[src/rtl/alu_pkg.sv]
// Shared opcode, flag and FSM state definitions for the round-robin ALU scheduler.
package alu_pkg;

  localparam logic [1:0] OP_ADD = 2'd0;
  localparam logic [1:0] OP_SUB = 2'd1;
  localparam logic [1:0] OP_ADC = 2'd2;
  localparam logic [1:0] OP_ABS = 2'd3;

  localparam int unsigned FLG_C = 3;
  localparam int unsigned FLG_V = 2;
  localparam int unsigned FLG_Z = 1;
  localparam int unsigned FLG_S = 0;

  typedef enum logic [1:0] {
    IDLE,
    EXEC,
    RESP
  } sched_state_t;

endpackage

[src/rtl/rr_arbiter.sv]
// Combinational round-robin pick: first valid index strictly after ptr, wrapping modulo N.
module rr_arbiter #(
  parameter int unsigned N = 4
) (
  input  logic [N-1:0]         valid,
  input  logic [$clog2(N)-1:0] ptr,
  output logic [$clog2(N)-1:0] grant,
  output logic                 any_valid
);

  localparam int unsigned IW = $clog2(N);

  int unsigned       sum;
  logic [IW-1:0]     idx;

  // Offsets 1..N visit every index once, ending on ptr itself.
  always_comb begin
    grant     = '0;
    any_valid = 1'b0;
    sum       = 0;
    idx       = '0;
    for (int unsigned off = 1; off <= N; off++) begin
      sum = 32'(ptr) + off;
      if (sum >= N) begin
        sum = sum - N;
      end
      idx = IW'(sum);
      if (!any_valid && valid[idx]) begin
        grant     = idx;
        any_valid = 1'b1;
      end
    end
  end

endmodule

[src/rtl/alu_rr_scheduler.sv]
// Round-robin scheduler sharing one external ALU between NUM_REQ requesters,
// returning each result on a single tagged valid/ready response channel.
module alu_rr_scheduler
  import alu_pkg::*;
#(
  parameter int unsigned NUM_REQ = 4,
  parameter int unsigned DATA_W  = 8,
  parameter int unsigned ALU_LAT = 1
) (
  input  logic                       clk,
  input  logic                       rst_n,
  input  logic [NUM_REQ-1:0]         req_valid,
  output logic [NUM_REQ-1:0]         req_ready,
  input  logic [NUM_REQ*DATA_W-1:0]  req_a,
  input  logic [NUM_REQ*DATA_W-1:0]  req_b,
  input  logic [NUM_REQ*2-1:0]       req_op,
  output logic [DATA_W-1:0]          alu_a,
  output logic [DATA_W-1:0]          alu_b,
  output logic [1:0]                 alu_op,
  input  logic [DATA_W-1:0]          alu_result,
  input  logic [3:0]                 alu_flags,
  output logic                       rsp_valid,
  input  logic                       rsp_ready,
  output logic [$clog2(NUM_REQ)-1:0] rsp_id,
  output logic [DATA_W-1:0]          rsp_result,
  output logic [3:0]                 rsp_flags,
  output logic                       busy
);

  localparam int unsigned IDW      = $clog2(NUM_REQ);
  localparam logic [1:0]  LAT_INIT = 2'(ALU_LAT);

  sched_state_t      state_q;
  logic [IDW-1:0]    ptr_q;
  logic [1:0]        cnt_q;
  logic [DATA_W-1:0] a_q;
  logic [DATA_W-1:0] b_q;
  logic [1:0]        op_q;
  logic [IDW-1:0]    id_q;
  logic [DATA_W-1:0] res_q;
  logic [3:0]        flg_q;
  logic              vld_q;

  logic [IDW-1:0]    grant;
  logic              any_valid;

  logic [DATA_W-1:0] a_arr  [NUM_REQ];
  logic [DATA_W-1:0] b_arr  [NUM_REQ];
  logic [1:0]        op_arr [NUM_REQ];

  for (genvar g = 0; g < NUM_REQ; g++) begin : g_unpack
    assign a_arr[g]  = req_a[g*DATA_W +: DATA_W];
    assign b_arr[g]  = req_b[g*DATA_W +: DATA_W];
    assign op_arr[g] = req_op[g*2 +: 2];
  end

  rr_arbiter #(
    .N(NUM_REQ)
  ) u_arb (
    .valid    (req_valid),
    .ptr      (ptr_q),
    .grant    (grant),
    .any_valid(any_valid)
  );

  // Ready is offered only to the arbitration winner, and only while idle.
  always_comb begin
    req_ready = '0;
    if (state_q == IDLE && any_valid) begin
      req_ready[grant] = 1'b1;
    end
  end

  always_ff @(posedge clk or negedge rst_n) begin
    if (!rst_n) begin
      state_q <= IDLE;
      ptr_q   <= IDW'(NUM_REQ - 1);
      cnt_q   <= '0;
      a_q     <= '0;
      b_q     <= '0;
      op_q    <= '0;
      id_q    <= '0;
      res_q   <= '0;
      flg_q   <= '0;
      vld_q   <= 1'b0;
    end else begin
      case (state_q)
        IDLE: begin
          if (any_valid) begin
            a_q     <= a_arr[grant];
            b_q     <= b_arr[grant];
            op_q    <= op_arr[grant];
            id_q    <= grant;
            ptr_q   <= grant;
            cnt_q   <= LAT_INIT;
            state_q <= EXEC;
          end
        end
        EXEC: begin
          // Capture only once the ALU has had ALU_LAT extra cycles to settle.
          if (cnt_q == '0) begin
            res_q   <= alu_result;
            flg_q   <= alu_flags;
            vld_q   <= 1'b1;
            state_q <= RESP;
          end else begin
            cnt_q <= cnt_q - 2'd1;
          end
        end
        RESP: begin
          if (rsp_ready) begin
            vld_q   <= 1'b0;
            state_q <= IDLE;
          end
        end
        default: begin
          state_q <= IDLE;
        end
      endcase
    end
  end

  assign alu_a      = a_q;
  assign alu_b      = b_q;
  assign alu_op     = op_q;
  assign rsp_valid  = vld_q;
  assign rsp_id     = id_q;
  assign rsp_result = res_q;
  assign rsp_flags  = flg_q;
  assign busy       = (state_q != IDLE);

endmodule

[config.mk]
export PLATFORM = sky130hd
export DESIGN_NAME = alu_rr_scheduler
export DESIGN_NICKNAME = d
export VERILOG_FILES = /design/src/rtl/alu_pkg.sv /design/src/rtl/rr_arbiter.sv /design/src/rtl/alu_rr_scheduler.sv
export SDC_FILE = /design/constraint.sdc
export NUM_CORES = 1
export LEC_CHECK = 0
export CORE_ASPECT_RATIO = 1.25
export CORE_MARGIN = 2
export CORE_UTILIZATION = 38
export DETAILED_ROUTE_END_ITERATION = 10
export HOLD_SLACK_MARGIN = 0.05
export PLACE_DENSITY = 0.81
export SLEW_MARGIN = 20
export SYNTH_ARGS = -nofsm -noshare
export SYNTH_HDL_FRONTEND = slang
export SYNTH_HIERARCHICAL = 1
export SYNTH_SLANG_ARGS = --single-unit
[constraint.sdc]
create_clock -name clk -period 2.25 [get_ports clk]
set_clock_uncertainty 0.2 [all_clocks]
set_input_delay 0.3375 -clock clk [delete_from_list [all_inputs] [get_ports clk]]
set_output_delay 0.3375 -clock clk [all_outputs]
set_load 0.05 [all_outputs]
==> impl_results.html <==
<table>
<tr><th>Metric</th><th>Value</th></tr>
<tr><th colspan="2">Detailed routing</th></tr>
<tr><td>Wire length after detailed routing</td><td>6.63 mm</td></tr>
<tr><td>Initial DRC count</td><td>50</td></tr>
<tr><td>Number of vias per cell after detailed routing</td><td>5.13</td></tr>
<tr><td>ANT nets after route</td><td>0</td></tr>
<tr><td>1st-pass router iterations</td><td>4</td></tr>
<tr><td>Via count of the routed design</td><td>2,048</td></tr>
<tr><td>Number of DRC violations after detailed routing</td><td>0</td></tr>
<tr><td>Wire per inst</td><td>16.6 um</td></tr>
<tr><th colspan="2">Floorplan</th></tr>
<tr><td>Placement Rows</td><td>30</td></tr>
<tr><td>Initial standard-cell utilization of the core</td><td>39.7%</td></tr>
<tr><td>Core ar.</td><td>5440 sq um</td></tr>
<tr><td>Width of the die</td><td>71.4 um</td></tr>
<tr><td>Die ar.</td><td>6310 sq um</td></tr>
<tr><td>Ports placed on the boundary</td><td>129</td></tr>
<tr><td>Overall die height</td><td>88.3 um</td></tr>
<tr><th colspan="2">Layout</th></tr>
<tr><td>Area growth syn-to-layout</td><td>82.0%</td></tr>
<tr><td>Net count reported at finish</td><td>427</td></tr>
<tr><td>Post-layout instance count excluding filler cells</td><td>399</td></tr>
<tr><td>Post-route design area</td><td>3930 sq um</td></tr>
<tr><td>Leading cell types in the layout, fill and taps excluded</td><td>sky130_fd_sc_hd__clkdlybuf4s50_1, sky130_fd_sc_hd__dfrtp_1, sky130_fd_sc_hd__mux2i_1</td></tr>
<tr><td>Number of diodes added for antenna fixing</td><td>0</td></tr>
<tr><td>Fraction of layout cells with a size suffix above 1</td><td>24.8%</td></tr>
<tr><td>Most common library cell in the layout ignoring fill and taps</td><td>sky130_fd_sc_hd__clkdlybuf4s50_1</td></tr>
<tr><th colspan="2">Pwr</th></tr>
<tr><td>P per Cell Area</td><td>1410 nW/um^2</td></tr>
<tr><td>Total power consumption of the routed design</td><td>5.55 mW</td></tr>
<tr><td>Peak VDD IR</td><td>1040 uV</td></tr>
<tr><td>Reported leakage power</td><td>1.68 nW</td></tr>
<tr><th colspan="2">Critical path</th></tr>
<tr><td>Crit path buf inv count</td><td>2</td></tr>
<tr><td>Crit path launch type</td><td>flop</td></tr>
<tr><td>Delay-heaviest family, CP</td><td>flip-flops</td></tr>
<tr><td>Startpoint-to-endpoint class of the critical path</td><td>reg -&gt; out</td></tr>
<tr><td>Cell breakdown of the critical path</td><td>nand2b_4, a21oi_2, o221ai_2, buf_6, nor3b_4, buf_12</td></tr>
<tr><td>Crit-path max FO</td><td>6</td></tr>
<tr><td>CP Data Arrival Time</td><td>1.86 ns</td></tr>
<tr><td>Cell at the slowest stage of the critical path</td><td>sky130_fd_sc_hd__dfstp_2</td></tr>
<tr><td>Data required time of the critical path</td><td>1.71 ns</td></tr>
<tr><td>Worst Setup End Kind</td><td>output pin</td></tr>
<tr><td>Largest stage delay on the critical path</td><td>0.61 ns</td></tr>
<tr><th colspan="2">Global routing</th></tr>
<tr><td>First-pass GRT wire length</td><td>10.2 mm</td></tr>
<tr><td>GR Util All Layers</td><td>20.7%</td></tr>
<tr><td>Routing usage on met1</td><td>21.6%</td></tr>
<tr><td>Peak-usage layer in the global routing report</td><td>met2</td></tr>
<tr><td>Largest net degree at the start of global routing</td><td>40</td></tr>
<tr><td>GR Layer Usage met3</td><td>7.74%</td></tr>
<tr><td>Total overflow reported by the global router</td><td>0</td></tr>
<tr><td>Vias in the first global route</td><td>2,159</td></tr>
<tr><td>Met2 GRT Util</td><td>38.6%</td></tr>
<tr><td>Number of antenna violations at the first check in global routing</td><td>0</td></tr>
<tr><th colspan="2">Clock tree</th></tr>
<tr><td>Total clock buffers created by CTS</td><td>5</td></tr>
<tr><td>Post-CTS clock slew at the launch and capture registers of the worst setup and hold paths</td><td>0.07 ns</td></tr>
<tr><td>Later-pin clock latency in the skew report</td><td>0.29 ns</td></tr>
<tr><td>Number of sinks driven by the clock tree</td><td>39</td></tr>
<tr><td>Cell chosen for the clock root</td><td>sky130_fd_sc_hd__clkbuf_8</td></tr>
<tr><td>Clock tree from TritonCTS</td><td>done</td></tr>
<tr><td>CTS H-tree depth</td><td>2</td></tr>
<tr><td>Bufs on Longest Clock Path</td><td>2</td></tr>
<tr><th colspan="2">Synth</th></tr>
<tr><td>Share of the synthesized area in the top cell type</td><td>42.9%</td></tr>
<tr><td>Post-Synthesis Mean Instance Area</td><td>11.4 sq um</td></tr>
<tr><td>Net count after synthesis</td><td>282</td></tr>
<tr><td>Count of mapped cells out of synthesis</td><td>189</td></tr>
<tr><td>Syn. warnings</td><td>6</td></tr>
<tr><td>Area contributors post-synth</td><td>sky130_fd_sc_hd__dfrtp_1, sky130_fd_sc_hd__mux2i_1, sky130_fd_sc_hd__o221ai_2</td></tr>
<tr><td>Fraction of the yosys area taken by sequential cells</td><td>45.3%</td></tr>
<tr><td>Leading area contributor after synthesis</td><td>sky130_fd_sc_hd__dfrtp_1</td></tr>
<tr><td>Netlist area before placement</td><td>2160 sq um</td></tr>
<tr><td>Post-synthesis cell type count</td><td>31</td></tr>
<tr><td>Synthesized flop and latch total</td><td>39</td></tr>
<tr><th colspan="2">STA</th></tr>
<tr><td>Shortest clock period the worst path allows after layout</td><td>2.39 ns</td></tr>
<tr><td>Worst slew margin relative to its limit</td><td>57.0%</td></tr>
<tr><td>Maximum frequency from static timing analysis</td><td>0.418 GHz</td></tr>
<tr><td>Max-slew violation count</td><td>0</td></tr>
<tr><td>Slew of the pin with the lowest slew margin</td><td>0.642 ns</td></tr>
<tr><td>Setup repair after global routing missed its margin</td><td>true</td></tr>
<tr><td>Final Hold Violating Endpoints</td><td>0</td></tr>
<tr><td>Final worst setup slack</td><td>-0.143 ns</td></tr>
<tr><td>Final clock period utilization by the worst path</td><td>106%</td></tr>
<tr><td>Setup_tns</td><td>-0.396 ns</td></tr>
<tr><td>Setup-violating endpoint count in the final report</td><td>4</td></tr>
<tr><th colspan="2">Placed design</th></tr>
<tr><td>Total of buffers placed on input and output ports</td><td>128</td></tr>
<tr><td>Routability-driven placement congestion ratio</td><td>0.803</td></tr>
<tr><td>Half-perimeter wire length of the detailed placement result</td><td>5.07 mm</td></tr>
<tr><td>Cell Area, Placed</td><td>3690 sq um</td></tr>
<tr><td>Number of cells after detailed placement</td><td>386</td></tr>
<tr><th colspan="2">Job</th></tr>
<tr><td>Number of max-capacitance violations reported</td><td>0</td></tr>
<tr><th colspan="2">Hold path</th></tr>
<tr><td>Class of the tightest hold or removal check</td><td>reg -&gt; reg</td></tr>
<tr><th colspan="2">Status</th></tr>
<tr><td>Violations in the final reports</td><td>negative setup slack</td></tr>
<tr><td>Status</td><td>complete, but fails checks</td></tr>
</table>
[per-layer routing]
layer  vias up  part of all wire, %
met5         -                    0
met4         0                  2.2
met3        11                  9.6
met2        80                   53
met1       983                   35
li1        974                    -
[through the flow]
step,hold WS [ns],setup slack (ns),util (%)
2_1_floorplan,-0.158,0.0152,-
3_3_place_gp,0.219,-0.165,67.7
3_5_place_dp,0.225,-0.230,67.7
4_1_cts,0.292,-0.162,71.4
5_1_grt,0.314,-0.217,72.2
6_report,0.289,-0.143,72.2
[worst min-delay path, delay by kind of cell, from the launching register on]
kind,cells,cell delay [ns]
AO/OA/AOI/OAI,1,0.05
flip-flops,1,0.34
AND/OR/NAND/NOR,1,0.06
[where the power goes]
part | switching [mW] | total, mW | internal [mW]
clock | 0.237 | 0.595 | 0.359
sequential | 0.210 | 1.27 | 1.06
combinational | 2.13 | 3.69 | 1.56
total | 2.57 | 5.55 | 2.98
[registers in the layout (all words and copies together), names as in the netlist]
register and cells:
rsp_flags 4, alu_a 8, ptr_q 2, state_q 2, alu_op 2, cnt_q 2, rsp_result 8, alu_b 8
rsp_id 2, rsp_valid 1
[path summary, 6_finish.rpt]
path	cells after the start	to	start	slack (ns)
setup / recovery	6	req_ready[1]	ptr_q[1]$_DFFE_PN1P_	-0.14
hold / removal	2	alu_b[7]$_DFFE_PN0P_	alu_b[7]$_DFFE_PN0P_	0.29
setup reg to reg	6	alu_b[2]$_DFFE_PN0P_	ptr_q[1]$_DFFE_PN1P_	0.09
hold reg to reg	2	alu_b[7]$_DFFE_PN0P_	alu_b[7]$_DFFE_PN0P_	0.29
max in group asynchronous	3	ptr_q[0]$_DFFE_PN1P_	rst_n	1.04
min in group asynchronous	3	rsp_result[1]$_DFFE_PN0P_	rst_n	0.45
[what timing repair did]
item                       in CTS  in global routing
resized for setup              12                  9
hold buffers                    1                  0
buffers inserted                4                  0
hold endpoints to repair       37                  0
gates cloned                    0                  0
setup endpoints to repair       4                 13
pin swaps                       6                  2
[cells by family (layout without fill, tap and decap cells)]
family | count (synthesis) | in the layout | share of synthesized area (%)
AO/OA/AOI/OAI | 30 | 30 | 14.0
buffers and inverters | 18 | 164 | 4.81
adder cells (fa/ha/maj) | 2 | 2 | 1.16
flip-flops | 39 | 39 | 45.3
multiplexers | 50 | 50 | 23.9
AND/OR/NAND/NOR | 50 | 50 | 10.8
[layout make-up]
type	instances	area [sq um]
multi-input combinational	132	1190
timing repair buffer	152	1550
fill	388	1510
clock buffer	6	82.6
sequential	39	978
inverter	4	15.0
clock inverter	2	35.0
tap	64	80.1
[cell usage after synthesis]
library cell	count
sky130_fd_sc_hd__or4b_2	1
sky130_fd_sc_hd__mux2_2	13
sky130_fd_sc_hd__o21ba_2	1
sky130_fd_sc_hd__mux2i_1	37
sky130_fd_sc_hd__a21oi_2	1
sky130_fd_sc_hd__or2_1	1
sky130_fd_sc_hd__ha_1	2
sky130_fd_sc_hd__clkbuf_1	3
sky130_fd_sc_hd__o21ai_0	3
sky130_fd_sc_hd__a21boi_0	1
sky130_fd_sc_hd__nand2_1	31
sky130_fd_sc_hd__and3_1	1
sky130_fd_sc_hd__o221ai_1	8
sky130_fd_sc_hd__nor3_1	1
sky130_fd_sc_hd__or3b_1	1
sky130_fd_sc_hd__dfrtp_1	37
sky130_fd_sc_hd__nand3b_1	1
sky130_fd_sc_hd__buf_6	2
sky130_fd_sc_hd__and2b_1	1
sky130_fd_sc_hd__inv_1	4
sky130_fd_sc_hd__a21oi_1	4
sky130_fd_sc_hd__nor3b_1	2
sky130_fd_sc_hd__buf_1	4
sky130_fd_sc_hd__o221ai_2	11
sky130_fd_sc_hd__buf_2	4
sky130_fd_sc_hd__nor2_1	6
sky130_fd_sc_hd__buf_12	1
sky130_fd_sc_hd__nand2b_1	3
sky130_fd_sc_hd__or3b_2	1
sky130_fd_sc_hd__a31oi_1	1
sky130_fd_sc_hd__dfstp_2	2
No activity file was read; power rests on OpenSTA's default activity.
